==> src/rtl/pipeline_ctrl.sv <==
// Pipeline control unit: per-stage stall/flush strobes for an N-stage in-order
// pipeline, redirect arbitration, post-reset flush window, perf counters and a
// fetch-stall watchdog.
//
// Ports:
//   clk, rst_n         core clock (rising edge), async active-low reset
//   stall_req_i        bit j: stage j cannot advance this cycle
//   redir_valid_i      bit r: redirect source r is requesting this cycle
//   redir_stage_i      packed SW-bit stage index per source
//   redir_target_i     packed 32-bit target PC per source
//   stall_o            bit i: stage i holds its input register
//   flush_o            bit i: stage i input register loads a bubble (bit 0 always 0)
//   pc_redirect_o      fetch loads pc_target_o
//   pc_target_o        winning redirect target
//   in_reset_flush_o   post-reset flush window active
//   stall_cycles_o     saturating count of cycles with stall_o[0]
//   redirect_count_o   saturating count of cycles with pc_redirect_o
//   wdog_trip_o        sticky watchdog flag
module pipeline_ctrl #(
  parameter int unsigned NUM_STAGES       = 5,
  parameter int unsigned NUM_REDIR        = 2,
  parameter int unsigned RST_FLUSH_CYCLES = 2,
  parameter int unsigned WDOG_LIMIT       = 1024,
  parameter int unsigned CNT_W            = 32,
  localparam int unsigned SW = (NUM_STAGES > 1) ? $clog2(NUM_STAGES) : 1
) (
  input  logic                    clk,
  input  logic                    rst_n,
  input  logic [NUM_STAGES-1:0]   stall_req_i,
  input  logic [NUM_REDIR-1:0]    redir_valid_i,
  input  logic [NUM_REDIR*SW-1:0] redir_stage_i,
  input  logic [NUM_REDIR*32-1:0] redir_target_i,
  output logic [NUM_STAGES-1:0]   stall_o,
  output logic [NUM_STAGES-1:0]   flush_o,
  output logic                    pc_redirect_o,
  output logic [31:0]             pc_target_o,
  output logic                    in_reset_flush_o,
  output logic [CNT_W-1:0]        stall_cycles_o,
  output logic [CNT_W-1:0]        redirect_count_o,
  output logic                    wdog_trip_o
);

  localparam int unsigned RCW = $clog2(RST_FLUSH_CYCLES + 1);
  localparam int unsigned WCW = $clog2(WDOG_LIMIT + 1);

  logic [RCW-1:0]   rst_cnt_q, rst_cnt_d;
  logic [CNT_W-1:0] stall_cnt_q, stall_cnt_d;
  logic [CNT_W-1:0] redir_cnt_q, redir_cnt_d;
  logic [WCW-1:0]   wdog_cnt_q, wdog_cnt_d;
  logic             trip_q, trip_d;

  logic                  in_win;
  logic                  redir_any;
  logic [SW-1:0]         win_stage;
  logic [31:0]           win_target;
  logic [31:0]           win_k;
  logic [NUM_STAGES-1:0] bp;

  // Window is live whenever the down-counter is nonzero; reset loads it, so the
  // window outputs appear asynchronously with rst_n.
  assign in_win = (rst_cnt_q != '0);

  // Oldest instruction (highest stage) wins; strict '>' keeps the lower index on ties.
  always_comb begin
    redir_any  = 1'b0;
    win_stage  = '0;
    win_target = '0;
    for (int unsigned r = 0; r < NUM_REDIR; r++) begin
      if (redir_valid_i[r] && (!redir_any || (redir_stage_i[r*SW +: SW] > win_stage))) begin
        redir_any  = 1'b1;
        win_stage  = redir_stage_i[r*SW +: SW];
        win_target = redir_target_i[r*32 +: 32];
      end
    end
  end

  assign win_k = 32'(win_stage);

  // A stalled stage blocks every younger (lower-index) stage behind it.
  always_comb begin
    bp = '0;
    bp[NUM_STAGES-1] = stall_req_i[NUM_STAGES-1];
    for (int i = int'(NUM_STAGES) - 2; i >= 0; i--) begin
      bp[i] = stall_req_i[i] | bp[i+1];
    end
  end

  always_comb begin
    stall_o       = '0;
    flush_o       = '0;
    pc_redirect_o = 1'b0;
    pc_target_o   = '0;
    if (in_win) begin
      stall_o[0] = 1'b1;
      flush_o    = '1;
      flush_o[0] = 1'b0;
    end else begin
      pc_redirect_o = redir_any;
      pc_target_o   = win_target;
      for (int unsigned i = 0; i < NUM_STAGES; i++) begin
        stall_o[i] = (redir_any && (i <= win_k)) ? 1'b0 : bp[i];
      end
      // Squash stages younger than the redirect, and insert a bubble wherever a
      // stalled stage feeds a moving one.
      for (int unsigned i = 1; i < NUM_STAGES; i++) begin
        flush_o[i] = (redir_any && (i <= win_k)) | (stall_o[i-1] & ~stall_o[i]);
      end
    end
  end

  always_comb begin
    rst_cnt_d   = rst_cnt_q;
    stall_cnt_d = stall_cnt_q;
    redir_cnt_d = redir_cnt_q;
    wdog_cnt_d  = wdog_cnt_q;
    if (in_win) begin
      rst_cnt_d  = rst_cnt_q - RCW'(1);
      wdog_cnt_d = '0;
    end else begin
      if (stall_o[0] && (stall_cnt_q != {CNT_W{1'b1}})) begin
        stall_cnt_d = stall_cnt_q + CNT_W'(1);
      end
      if (pc_redirect_o && (redir_cnt_q != {CNT_W{1'b1}})) begin
        redir_cnt_d = redir_cnt_q + CNT_W'(1);
      end
      if (!stall_o[0]) begin
        wdog_cnt_d = '0;
      end else if (wdog_cnt_q != WCW'(WDOG_LIMIT)) begin
        wdog_cnt_d = wdog_cnt_q + WCW'(1);
      end
    end
    trip_d = trip_q | (wdog_cnt_d == WCW'(WDOG_LIMIT));
  end

  always_ff @(posedge clk or negedge rst_n) begin
    if (!rst_n) begin
      rst_cnt_q   <= RCW'(RST_FLUSH_CYCLES);
      stall_cnt_q <= '0;
      redir_cnt_q <= '0;
      wdog_cnt_q  <= '0;
      trip_q      <= 1'b0;
    end else begin
      rst_cnt_q   <= rst_cnt_d;
      stall_cnt_q <= stall_cnt_d;
      redir_cnt_q <= redir_cnt_d;
      wdog_cnt_q  <= wdog_cnt_d;
      trip_q      <= trip_d;
    end
  end

  assign in_reset_flush_o = in_win;
  assign stall_cycles_o   = stall_cnt_q;
  assign redirect_count_o = redir_cnt_q;
  assign wdog_trip_o      = trip_q;

endmodule
==> config.mk <==
export PLATFORM = sky130hd
export DESIGN_NAME = pipeline_ctrl
export DESIGN_NICKNAME = d
export VERILOG_FILES = /design/src/rtl/pipeline_ctrl.sv
export SDC_FILE = /design/constraint.sdc
export NUM_CORES = 1
export LEC_CHECK = 0
export BUFFER_PORTS_ARGS = -buffer_cell sky130_fd_sc_hd__buf_4
export CORE_MARGIN = 2
export CORE_UTILIZATION = 45
export DETAILED_ROUTE_END_ITERATION = 7
export PLACE_DENSITY = 0.75
export SYNTH_ARGS = -nofsm -noshare
export SYNTH_HDL_FRONTEND = slang
export SYNTH_SLANG_ARGS = --single-unit
==> constraint.sdc <==
create_clock -name clk -period 3.72 [get_ports clk]
set_input_delay 0.372 -clock clk [delete_from_list [all_inputs] [get_ports clk]]
set_output_delay 0.372 -clock clk [all_outputs]
set_load 0.1 [all_outputs]
==> results.md <==
Die:
- The floorplan core area is 9860 µm².
- The area of the die is 11000 µm².
- For this configuration, the core starts out at a cell density of 46.6%.
- The number of placement rows is 36.
- The horizontal die dimension is 105 µm.
- Pin placement for this block handled 188 I/O pins.
- The die height is 105 µm.

GRT:
- The first global-routing pass estimated 20.7 mm of wire.
- The number of global-route vias before repair is 4357.
- The pin count of the biggest net entering global routing is 79.
- Global routing finished with a remaining overflow of 0.
- The total global-route track usage is 22.6%.
- The initial antenna violation count is 0.

Outcome:
- The flow ran to the end, and the final reports show no timing, DRC or antenna violations.

Final layout:
- After routing the design area is 6400 µm².
- The post-route netlist has 36.2% of its cells at a drive strength greater than 1.
- The area overhead of the layout relative to synthesis is 39.2%.
- The number of nets in the layout is 786.
- The number of filler cells placed in the layout is 825.
- The diode insertion count for antenna repair is 0.
- The final standard cell count with taps included and fillers excluded is 837.

Timing:
- The minimum clock period is 3250 ps.
- After layout, the worst path uses 87.3% of the clock period.
- The clock tree skew after final layout is 11.3 ps.
- The setup violation total in the final timing report is 0.
- The setup TNS is 0 ps.
- Headroom to the max-slew limit came out at 34.5%.
- For the pin with the worst max-slew slack, the measured transition is 983 ps.
- The highest clock frequency the design can meet is 308 MHz.
- Setup repair after global routing left no endpoint under its margin.
- The number of endpoints with negative hold slack in the final report is 0.
- The worst setup margin is 474 ps.
- The count of pins over their slew limit is 0.

Synthesis:
- Counting flops and latches in the post-synthesis netlist gives 78.
- In this run, distinct cell masters in the synthesized netlist total 66.
- Summed over all instances, the cell type with the most area after synthesis is sky130_fd_sc_hd__dfrtp_1.
- The most used flip-flop cell after synthesis is sky130_fd_sc_hd__dfrtp_1.
- Sorting the synthesized cells by area gives the leading types as sky130_fd_sc_hd__dfrtp_1, sky130_fd_sc_hd__xnor2_1, sky130_fd_sc_hd__nand3_1, sky130_fd_sc_hd__nand2_1, sky130_fd_sc_hd__a21oi_1.
- Counting flops with an async set or reset pin after synthesis yields a share of 100%.
- Ranked by instance count, the synthesized netlist is headed by sky130_fd_sc_hd__dfrtp_1, sky130_fd_sc_hd__nand2_1, sky130_fd_sc_hd__nand3_1.
- The synthesized instance count is 520.
- The mean cell area of the mapped netlist is 8.85 µm².
- Counting flops with a built-in enable in the synthesized netlist gives 0.
- In the post-synthesis netlist, the cell with the most instances is sky130_fd_sc_hd__dfrtp_1.
- The top cell type by area accounts for 41.9% of the synthesized area.
- The fraction of the yosys area taken by sequential cells is 42.5%.
- During synthesis, Yosys emitted a total of 0 warnings.
- The post-synthesis cell area is 4600 µm².
- The number of nets in the synthesized netlist is 607.

Power:
- The switching share of power is 50.2%.
- The internal power component is 1600 µW.
- The switching power total is 1610 µW.
- Per report_power, the sequential group accounts for 32.3% of the total.
- The clock network is responsible for 20.1% of the overall power.
- The largest voltage drop on the vdd net is 1.15 mV.
- The analysis attributes to cell leakage a power of 0.00297 µW.
- Dividing total power by cell area gives a power density of 501 nW/µm².
- Per report_power, the combinational group accounts for 47.6% of the total.

Clock tree:
- The number of clock sinks is 78.
- The CTS tree is done.
- The number of clock buffers inserted by TritonCTS is 9.
- The clock network latency to the later pin of the worst-skew pair is 350 ps.
- The clock-pin slew reported for the worst setup and hold paths after clock tree synthesis is 80 ps.
- The clock tree synthesis step divided the H-tree into 3 levels.
- The largest buffer count on any clock path is 2.
- The number of resized instances in the post-cts repair step is 0.
- Buffers added to address setup during post-CTS repair amount to 0.
- The hold buffer count at CTS is 0.
- In this run the clock root is driven by a sky130_fd_sc_hd__clkbuf_8.

Placed design:
- The last weighted congestion value of the routability-driven placer is 0.859.
- Detailed placement ended at an HPWL of 9.22 mm.
- The post-detailed-placement cell area is 6200 µm².
- The number of buffer cells added on primary ports is 186.
- The worst setup slack after placement is 492 ps.
- Once placement completed, the tool counted placed cells totaling 821.

Routing:
- Across all layers, the routed design uses 4520 vias.
- The detail-routed via count per cell is 5.40.
- Dividing the detail-routed wire length by the instance count gives 15.0 µm.
- The detailed-route wire length is 12.5 mm.
- The post-route antenna net violation count is 0.
- The pre-antenna-repair detailed-routing pass consisted of 4 iterations.
- After detailed routing, the number of remaining DRC violations is 0.
- After the first detailed-routing iteration, the DRC count stood at 185.

Critical path:
- The endpoint required time on the critical path is 3350 ps.
- STA classifies the critical path endpoint as an output port.
- The highest fanout seen on the critical path is 39.
- The startpoint-to-endpoint class of the critical path is in2out.
- Data on the critical path arrives at its endpoint at 2870 ps.
- STA classifies the critical path startpoint as an input port.

Min path:
- The worst min-delay path class is in2async.

Run:
- The max-capacitance violation count is 0.
[worst max-delay path, stage by stage]
cell                        delay, ps
sky130_fd_sc_hd__buf_4            320
sky130_fd_sc_hd__nand2_1          110
sky130_fd_sc_hd__ha_1             310
sky130_fd_sc_hd__o211ai_1         310
sky130_fd_sc_hd__o2bb2ai_2        140
sky130_fd_sc_hd__a221o_1          410
sky130_fd_sc_hd__or2_2            360
sky130_fd_sc_hd__a311o_1          290
sky130_fd_sc_hd__buf_4            240
[area by class of cell]
class	count	area [µm²]	share of cell area (%)
repair buffers	189	1420	22.2
well taps	133	166	2.60
flip-flops and latches	78	1950	30.5
multi-input cells	404	2600	40.6
clock buffers	11	141	2.21
clock inverters	5	58.8	0.918
inverters	17	63.8	0.996
[through the flow]
step / hold slack, ps / util, % / total power (µW)
2_1_floorplan: 76.4 / - / 2210
3_3_place_gp: 460 / 62.9 / 2560
3_5_place_dp: 478 / 62.9 / 2580
4_1_cts: 203 / 64.9 / 3230
5_1_grt: 251 / 64.9 / 3340
6_report: 176 / 64.9 / 3210
[state kept, by name (all words and copies together), names as in the netlist]
register	cells
rst_cnt_q	2
stall_cycles_o	32
wdog_cnt_q	11
wdog_trip_o	1
redirect_count_o	32
[kinds of logic after synthesis]
group	count (synthesis)	share of synthesized area [%]
XOR/XNOR	69	13.1
buffers and inverters	38	3.40
adder cells (fa/ha/maj)	8	2.18
AND/OR/NAND/NOR	250	28.1
other	1	0.0815
flip-flops	78	42.5
AO/OA/AOI/OAI	73	9.82
multiplexers	3	0.789
[path summary, 6_finish.rpt]
| check | from | to | slack [ps] | depth (start not counted) |
|---|---|---|---|---|
| max in group asynchronous | rst_n | redirect_count_o[7]$_DFFE_PN0P_ | 2900 | 1 |
| worst max register to register | rst_cnt_q[0]$_DFFE_PN0N_ | redirect_count_o[28]$_DFFE_PN0P_ | 1170 | 8 |
| min in group clk | wdog_trip_o$_DFF_PN0_ | wdog_trip_o$_DFF_PN0_ | 490 | 1 |
| worst max-delay path | redir_valid_i[0] | flush_o[1] | 470 | 9 |
| worst min-delay path | rst_n | wdog_cnt_q[3]$_DFF_PN0_ | 180 | 1 |
| worst min register to register | wdog_trip_o$_DFF_PN0_ | wdog_trip_o$_DFF_PN0_ | 490 | 1 |
[power groups by stage]
stage          combinational (µW)  sequential (µW)  clock, µW
6_report                     1530             1040        646
2_1_floorplan                 668             1540          0
5_1_grt                      1580             1050        701
3_5_place_dp                 1530             1050          0
3_3_place_gp                 1520             1040          0
4_1_cts                      1530             1030        661
[layout by cell type (no fill, tap or decap), types with 2 or more instances in the layout]
master / count
sky130_fd_sc_hd__xnor2_1: 50
sky130_fd_sc_hd__nand4b_1: 2
sky130_fd_sc_hd__and2_1: 2
sky130_fd_sc_hd__xor2_1: 19
sky130_fd_sc_hd__and3_1: 9
sky130_fd_sc_hd__nand2_1: 69
sky130_fd_sc_hd__nor2_2: 2
sky130_fd_sc_hd__a21oi_1: 13
sky130_fd_sc_hd__nor3_1: 11
sky130_fd_sc_hd__nor4_1: 3
sky130_fd_sc_hd__nor2_1: 34
sky130_fd_sc_hd__buf_4: 189
sky130_fd_sc_hd__inv_1: 16
sky130_fd_sc_hd__nor2b_1: 2
sky130_fd_sc_hd__nand3b_1: 2
sky130_fd_sc_hd__a31oi_1: 4
sky130_fd_sc_hd__clkbuf_8: 10
sky130_fd_sc_hd__and4_2: 3
sky130_fd_sc_hd__a21oi_2: 26
sky130_fd_sc_hd__ha_1: 8
sky130_fd_sc_hd__o21ai_0: 10
sky130_fd_sc_hd__nand3_1: 62
sky130_fd_sc_hd__nand4_1: 22
sky130_fd_sc_hd__nor3b_1: 3
sky130_fd_sc_hd__dfrtp_1: 77
sky130_fd_sc_hd__clkinvlp_4: 2
sky130_fd_sc_hd__a31o_2: 2
sky130_fd_sc_hd__and4_1: 5
sky130_fd_sc_hd__a22o_1: 2
sky130_fd_sc_hd__or3_1: 2
[routing by layer]
| metal | vias to the layer above | part of all wire [%] | track usage (%) |
|---|---|---|---|
| li1 | 2187 | - | - |
| met1 | 2188 | 43 | 29.1 |
| met2 | 130 | 49 | 37.4 |
| met3 | 15 | 5.9 | 6.55 |
| met4 | 0 | 1.3 | 6.00 |
| met5 | - | 0 | 0 |
Power figures use the tool's default switching activity.
